### config.mk
export PLATFORM = sky130hd
export DESIGN_NAME = mlp_weight_bank
export DESIGN_NICKNAME = d
export VERILOG_FILES = /design/src/rtl/mlp_pkg.sv /design/src/rtl/mlp_weight_ram.sv /design/src/rtl/mlp_weight_bank.sv
export SDC_FILE = /design/constraint.sdc
export NUM_CORES = 2
export LEC_CHECK = 0
export ABC_AREA = 1
export CELL_PAD_IN_SITES_DETAIL_PLACEMENT = 1
export CELL_PAD_IN_SITES_GLOBAL_PLACEMENT = 2
export CORE_MARGIN = 1
export CORE_UTILIZATION = 40
export DETAILED_ROUTE_END_ITERATION = 7
export DONT_BUFFER_PORTS = 1
export PLACE_DENSITY_LB_ADDON = 0.08
export RECOVER_POWER = 50
export SETUP_SLACK_MARGIN = 0.02
export SLEW_MARGIN = 20
export SYNTH_ARGS = -nofsm -noshare
export SYNTH_HDL_FRONTEND = slang
export SYNTH_HIERARCHICAL = 1
export SYNTH_SLANG_ARGS = --single-unit
export TNS_END_PERCENT = 5
### constraint.sdc
create_clock -name i_clk -period 11.9 [get_ports i_clk]
set_input_delay 1.19 -clock i_clk [delete_from_list [all_inputs] [get_ports i_clk]]
set_output_delay 1.19 -clock i_clk [all_outputs]
set_load 0.02 [all_outputs]
### src/rtl/mlp_pkg.sv
// Shared definitions for the MLP accelerator weight store: default geometry
// and the encoding of the post-reset clear state machine.
package mlp_pkg;

    localparam int MLP_ADDR_WIDTH = 6;
    localparam int MLP_DATA_WIDTH = 16;
    localparam int MLP_NUM_BANKS  = 4;

    typedef logic [0:0] clr_state_t;

    localparam clr_state_t ST_CLEAR = 1'b0;
    localparam clr_state_t ST_IDLE  = 1'b1;

    // A single bank still needs a one-bit bank field so port widths stay legal.
    function automatic int bankWidth(input int numBanks);
        return (numBanks > 1) ? $clog2(numBanks) : 1;
    endfunction

endpackage

### src/rtl/mlp_weight_ram.sv
// One weight bank: synchronous write port plus a registered read port, shaped
// so the memory array maps onto a block RAM.
module mlp_weight_ram #(
    parameter int ADDR_WIDTH = 6,
    parameter int DATA_WIDTH = 16
) (
    input  logic                  i_clk,
    input  logic                  i_rst,
    input  logic                  i_we,
    input  logic [ADDR_WIDTH-1:0] i_waddr,
    input  logic [DATA_WIDTH-1:0] i_wdata,
    input  logic                  i_re,
    input  logic [ADDR_WIDTH-1:0] i_raddr,
    output logic [DATA_WIDTH-1:0] o_rdata
);

    localparam int DEPTH = 1 << ADDR_WIDTH;

    (* ramstyle = "M9K" *) logic [DATA_WIDTH-1:0] r_mem [DEPTH];

    logic [DATA_WIDTH-1:0] r_rdata;

    always_ff @(posedge i_clk) begin
        if (i_we) begin
            r_mem[i_waddr] <= i_wdata;
        end
    end

    // Non-blocking update gives read-before-write when both hit one address.
    always_ff @(posedge i_clk) begin
        if (i_rst) begin
            r_rdata <= '0;
        end else if (i_re) begin
            r_rdata <= r_mem[i_raddr];
        end
    end

    assign o_rdata = r_rdata;

endmodule

### src/rtl/mlp_weight_bank.sv
// Multi-bank weight store: clears every bank after reset, accepts an
// auto-incrementing host write stream and serves parallel registered reads.
module mlp_weight_bank
    import mlp_pkg::*;
#(
    parameter int ADDR_WIDTH = MLP_ADDR_WIDTH,
    parameter int DATA_WIDTH = MLP_DATA_WIDTH,
    parameter int NUM_BANKS  = MLP_NUM_BANKS,
    localparam int BANK_WIDTH = bankWidth(NUM_BANKS)
) (
    input  logic                            i_clk,
    input  logic                            i_rst,
    input  logic                            i_ld_start,
    input  logic [BANK_WIDTH-1:0]           i_ld_bank,
    input  logic [ADDR_WIDTH-1:0]           i_ld_addr,
    input  logic                            i_ld_valid,
    input  logic [DATA_WIDTH-1:0]           i_ld_data,
    output logic                            o_ld_ready,
    output logic                            o_ld_wrap,
    input  logic                            i_rd_en,
    input  logic [ADDR_WIDTH-1:0]           i_rd_addr,
    output logic [NUM_BANKS*DATA_WIDTH-1:0] o_rd_data,
    output logic                            o_rd_valid,
    output logic                            o_busy
);

    localparam int DEPTH = 1 << ADDR_WIDTH;

    localparam logic [ADDR_WIDTH-1:0] LAST_ADDR = ADDR_WIDTH'(DEPTH - 1);
    localparam logic [BANK_WIDTH-1:0] LAST_BANK = BANK_WIDTH'(NUM_BANKS - 1);

    clr_state_t              r_state;
    logic [ADDR_WIDTH-1:0]   r_clrCnt;
    logic [BANK_WIDTH-1:0]   r_ptrBank;
    logic [ADDR_WIDTH-1:0]   r_ptrAddr;
    logic                    r_ldWrap;
    logic                    r_rdValid;

    logic                    w_idle;
    logic                    w_clearing;
    logic                    w_wrAccept;
    logic                    w_rdAccept;
    logic                    w_wrap;
    logic [BANK_WIDTH-1:0]   w_baseBank;
    logic [ADDR_WIDTH-1:0]   w_baseAddr;
    logic [BANK_WIDTH-1:0]   w_nextBank;
    logic [ADDR_WIDTH-1:0]   w_nextAddr;
    logic [ADDR_WIDTH-1:0]   w_ramWaddr;
    logic [DATA_WIDTH-1:0]   w_ramWdata;
    logic [NUM_BANKS-1:0]    w_ramWe;

    assign w_idle     = (r_state == ST_IDLE) && !i_rst;
    assign w_clearing = (r_state == ST_CLEAR) && !i_rst;
    assign w_wrAccept = w_idle && i_ld_valid;
    assign w_rdAccept = w_idle && i_rd_en;

    // A start in the same cycle as a write redirects that write to the new base.
    always_comb begin
        w_baseBank = i_ld_start ? i_ld_bank : r_ptrBank;
        w_baseAddr = i_ld_start ? i_ld_addr : r_ptrAddr;
        w_wrap     = (w_baseBank == LAST_BANK) && (w_baseAddr == LAST_ADDR);
        w_nextAddr = w_baseAddr + ADDR_WIDTH'(1);
        w_nextBank = w_baseBank;
        if (w_baseAddr == LAST_ADDR) begin
            w_nextBank = (w_baseBank == LAST_BANK) ? '0 : w_baseBank + BANK_WIDTH'(1);
        end
    end

    always_comb begin
        w_ramWaddr = w_clearing ? r_clrCnt : w_baseAddr;
        w_ramWdata = w_clearing ? '0 : i_ld_data;
    end

    always_ff @(posedge i_clk) begin
        if (i_rst) begin
            r_state  <= ST_CLEAR;
            r_clrCnt <= '0;
        end else if (r_state == ST_CLEAR) begin
            r_clrCnt <= r_clrCnt + ADDR_WIDTH'(1);
            if (r_clrCnt == LAST_ADDR) begin
                r_state <= ST_IDLE;
            end
        end
    end

    always_ff @(posedge i_clk) begin
        if (i_rst) begin
            r_ptrBank <= '0;
            r_ptrAddr <= '0;
        end else if (w_wrAccept) begin
            r_ptrBank <= w_nextBank;
            r_ptrAddr <= w_nextAddr;
        end else if (w_idle && i_ld_start) begin
            r_ptrBank <= i_ld_bank;
            r_ptrAddr <= i_ld_addr;
        end
    end

    always_ff @(posedge i_clk) begin
        if (i_rst) begin
            r_ldWrap  <= 1'b0;
            r_rdValid <= 1'b0;
        end else begin
            r_ldWrap  <= w_wrAccept && w_wrap;
            r_rdValid <= w_rdAccept;
        end
    end

    genvar b;
    generate
        for (b = 0; b < NUM_BANKS; b++) begin : g_bank
            assign w_ramWe[b] = w_clearing || (w_wrAccept && (w_baseBank == BANK_WIDTH'(b)));

            mlp_weight_ram #(
                .ADDR_WIDTH (ADDR_WIDTH),
                .DATA_WIDTH (DATA_WIDTH)
            ) u_ram (
                .i_clk   (i_clk),
                .i_rst   (i_rst),
                .i_we    (w_ramWe[b]),
                .i_waddr (w_ramWaddr),
                .i_wdata (w_ramWdata),
                .i_re    (w_rdAccept),
                .i_raddr (i_rd_addr),
                .o_rdata (o_rd_data[b*DATA_WIDTH +: DATA_WIDTH])
            );
        end
    endgenerate

    assign o_busy     = (r_state == ST_CLEAR);
    assign o_ld_ready = !o_busy;
    assign o_ld_wrap  = r_ldWrap;
    assign o_rd_valid = r_rdValid;

endmodule

# Word-level counts from Yosys, hierarchy flattened
# Memories as Yosys holds them, arrays and structs flattened. A register that Yosys moved wholly into a read port is not among the register bits.
# Index checks and enable logic that the tools add are counted.
# op_classes
add_sub_neg	3
n_eq_ne	5
mux	20
bitwise	1
reduce_logical	18
# op_table
op	count
2-to-1 mux 6 bit	4
2-to-1 mux 16 bit	1
adder 6 x 1 -> 6 bit, second input constant	2
== test 6 bit, second input constant	2
logical AND 1 bit	11
2-to-1 mux 1 bit	10
2-to-1 mux 2 bit	5
== test 2 bit, second input constant	2
logical OR 1 bit	4
adder 2 x 1 -> 2 bit, second input constant	1
== test 2 x 1 -> 1 bit, second input constant	1
zero test 2 bit	1
nonzero test 2 bit	1
zero test 1 bit	1
inverter 1 bit	1
# word_totals
reg_bits	17
mem_bits_rw	4096
out_inout_bits	68
elab_cells	57
memories	4
# memory_table
name	words	word_bits	rd	rd_clocked_by_memory_dff	write_ports	line	text
g_bank[0].u_ram.r_mem	64	16	1	1	1	mlp_weight_ram.sv:19	(* ramstyle = "M9K" *) logic [DATA_WIDTH-1:0] r_mem [DEPTH];
g_bank[1].u_ram.r_mem	64	16	1	1	1	mlp_weight_ram.sv:19	
g_bank[2].u_ram.r_mem	64	16	1	1	1	mlp_weight_ram.sv:19	
g_bank[3].u_ram.r_mem	64	16	1	1	1	mlp_weight_ram.sv:19	

# Longest topological paths before layout
# logic_depth
ltp_word	7
mapped_depth	14
ltp_nobuf	11

# Modules after synthesis
# Netlist, hierarchy kept.
# modules_own_cells
mod	instances	cells_per_inst	area_per_inst_um2	seq_area_each_um2
mlp_weight_ram	4	3522	42157.9	31069.8
mlp_weight_bank	1	208	1302.5	340.3

# Worst setup path before layout
# Ideal clock, no wire load.
# synth_path
path_kind	input-to-reg
startpoint	in i_rst
endpoint	mem g_bank[0].u_ram.r_mem[0][10], data pin
setup_ns	1.393
arrival_ns	7.520
t_required_ns	10.507
path_slack_ns	2.986
cell_stages	4
n_path_buf	2
path_cell_list	buf_4 > nor2_4 > clkbuf_1 > nor2_1
# synth_via
elab_chain_cells	3
# synth_rtl
element	line	text
start, declared	mlp_weight_bank.sv:12	input logic i_rst,
zero test 1 bit	mlp_weight_bank.sv:53	assign w_clearing = (r_state == ST_CLEAR) && !i_rst;
logical AND 1 bit	mlp_weight_bank.sv:53	
2-to-1 mux 16 bit	mlp_weight_bank.sv:71	w_ramWdata = w_clearing ? '0 : i_ld_data;
via w_ramWdata[10]	mlp_weight_bank.sv:49	logic [DATA_WIDTH-1:0] w_ramWdata;
end, declared	mlp_weight_ram.sv:19	
# The timed path passes the listed nets, and every way through them passes these cells.

# Worst setup path after layout
# layout_path
startpoint	in i_rst
endpoint	mem g_bank[0].u_ram.r_mem[48][4], enable pin
# layout_via
word_cells_on_any_way	9
classes_between	mux: 3; reduce/logical: 6
# layout_rtl
element	line	text
zero test 1 bit	mlp_weight_bank.sv:53	
logical AND 1 bit	mlp_weight_bank.sv:53	
2-to-1 mux 6 bit	mlp_weight_bank.sv:70	w_ramWaddr = w_clearing ? r_clrCnt : w_baseAddr;
via w_ramWaddr[4]	mlp_weight_bank.sv:48	logic [ADDR_WIDTH-1:0] w_ramWaddr;
# The timed path passes the listed nets, and every way through them passes these cells.

==> results.json <==
{
  "status": "finished with violations",
  "violations": "design-rule violations, max-capacitance violations, max-slew violations",
  "grt_usage": 0.2518,
  "rsz0062_at_grt": "false",
  "irDropWorstVdd_mv": 0.1243,
  "yosysWarnings": 6,
  "cts_tree": "built",
  "syn_inst": 14300,
  "htree_num_levels": 5,
  "die_area_um2": 427400,
  "port_buffers": 0,
  "synth-main-ff-cell": "edfxtp_1",
  "io_pins": 103,
  "numCtsBuffers": 461,
  "multiInputGateArea_um2": 39440,
  "core_um2": 421700,
  "cts_num_sinks": 4177,
  "syn_area_per_cell_um2": 11.89,
  "fp.dieH_um": 653.8,
  "ys_types": 32,
  "synth_edf_count": 4096,
  "clk_latency_ns": 1.02,
  "timing.fmax_ghz": 0.1146,
  "setup-tns-final_ns": 0,
  "synth.most_common_cell": "nand2_1",
  "synth_top_cell_area_share": 0.7238,
  "startpoint": "i_rst",
  "cts_resized": 0,
  "cts_buffer_depth": 4,
  "hold_class": "in -> reg",
  "p_leak_nw": 67.27,
  "hold_viol_final": 0,
  "slew_violations": 2345,
  "cp_max_fo": 71,
  "drcViolationCount": 32,
  "tightestPinTransition_ns": 4.661,
  "setup_viol": 0,
  "gp_congestion": 0.7754,
  "syn_area_um2": 169900,
  "grt_pass1_vias": 115500,
  "route.vias.total": 112100,
  "dr.pass1.iters": 8,
  "cp.arrival_ns": 9.35,
  "final_util": 0.4500,
  "required_ns": 12.52,
  "antenna_found_initial": 26,
  "drv_cap": 42,
  "synthTopCellsByCount": "4715 x nand2_1, 4096 x edfxtp_1, 3815 x nand3_1",
  "holdWs_ns": 0.3647,
  "finalNetCount": 14260,
  "grt_first_pass_wirelength_um": 798900,
  "clk_pin_slew_ns": 0.06,
  "antenna_left": 0,
  "synth-seq-cells": 4177,
  "hp-start": "i_rst",
  "startpoint_type": "primary input",
  "num_rows": 238,
  "async_flop_share": 0,
  "fin_crit_sh": 0.7333,
  "die_w_um": 653.8,
  "synth_area_leader_cell": "edfxtp_1",
  "drt_iter0_markers": 8963,
  "seq_area_frac_synth": 0.7333,
  "crit_path_end_kind": "register",
  "start_util": 0.4030,
  "dpl.hpwl_um": 285200,
  "yosys-top-cells-area": "edfxtp_1 72%, nand3_1 11%, nand2_1 10%, buf_2 1.5%, buf_6 1.3%",
  "slew_headroom": -2.107,
  "r2r-start": "o_ld_ready$_SDFF_PP0_",
  "reg2reg_setup_slack_ns": 3.18,
  "wl_per_cell_um": 27.00,
  "synth_nets": 14340,
  "p_per_area_nw_per_um2": 168.3,
  "viasPerCell": 5.533,
  "cts_setup_buffers": 0,
  "period_minus_slack_ns": 8.726,
  "final.setup_skew_ns": 0.04368,
  "routed_wl_um": 547300,
  "nFillCells": 43860,
  "overflow": 0,
  "cts_root_buf": "clkbuf_16",
  "regArea_um2": 124600,
  "postCtsHoldBufs": 0,
  "syn_to_final_growth_pct": 11.66,
  "crit_type": "in -> reg",
  "drive_gt1_frac": 0.07179,
  "grt_start_max_net_pins": 517
}
==> sequential cells by signal (all words and copies together), names as in the netlist <==
register and count:
o_rd_valid 1, g_bank.u_ram/o_rdata 64, o_ld_wrap 1, r_ptrAddr 6
o_ld_ready 1, r_ptrBank 2, r_clrCnt 6, g_bank.u_ram/r_mem 4096
==> worst paths after layout <==
path,cells after the start,endpoint
setup / recovery,7,g_bank[0].u_ram/r_mem[48][4]$_DFFE_PP_
setup reg to reg,7,g_bank[0].u_ram/r_mem[48][4]$_DFFE_PP_
hold reg to reg,2,r_ptrBank[1]$_SDFFE_PP0P_
hold / removal,3,g_bank[2].u_ram/o_rdata[15]$_SDFFE_PP0P_
==> routing by layer <==
layer  routed length (um)  global-route usage  up-vias
li1                     -                   -    50440
met1               246100              0.3526    58370
met2               261900              0.4206     2600
met3                23920             0.02299      737
met4                15340             0.06863        2
met5                    9                   0        -
==> stage by stage <==
stage	setup WS, ns	instance area, um^2	instances	power (mW)
after floorplan	2.986	169900	14300	17.79
after global placement	4.592	175000	19370	18.26
after detailed placement	5.137	175300	19390	18.38
after CTS	6.187	189800	20250	32.24
after global routing	2.882	189700	20260	32.88
final	3.174	189700	20270	31.94
==> logic make-up after synthesis <==
| logic type | Yosys count | synth area share |
|---|---|---|
| AND/OR/NAND/NOR | 8998 | 0.2284 |
| flip-flops | 4177 | 0.7333 |
| adder cells (fa/ha/maj) | 6 | 0.0004418 |
| buffers and inverters | 1078 | 0.03664 |
| AO/OA/AOI/OAI | 37 | 0.001215 |
==> cell type report <==
cell class                 instances  area share
sequential                      4177      0.6568
multi-input combinational       9041      0.2079
clock buffer                     600     0.06465
tap                             5640     0.03719
timing repair buffer             380     0.01780
clock inverter                   261     0.01183
inverter                         153    0.003640
antenna                           17   0.0002242
==> power by group <==
group	leakage (nW)	total, mW	internal (mW)	switching, mW
Clock	7.09	13.9	7.98	5.88
Sequential	38.1	16.3	16.3	0.0149
Combinational	22.1	1.81	0.401	1.41
Total	67.3	31.9	24.6	7.31
==> cell usage in the layout, fill, tap and decap left out, types with 19 or more instances in the layout <==
master and count:
clkinv_1 122, clkbuf_1 163, bufinv_16 35, nand2_1 4716, clkinv_2 78, nor2_4 19
dfxtp_1 81, buf_4 302, nor2_1 359, nor4_2 29, edfxtp_1 4096, inv_1 131
nand3_1 3815, clkbuf_16 468, nand4_1 37, buf_16 24
==> critical path: stages <==
cell      delay, ns
nor2_4         0.12
clkbuf_1       1.79
inv_1          1.08
o21ai_0        2.72
nand4_1        1.18
nor4_1         0.56
clkbuf_1       0.55
(Power assumes the default switching activity.)
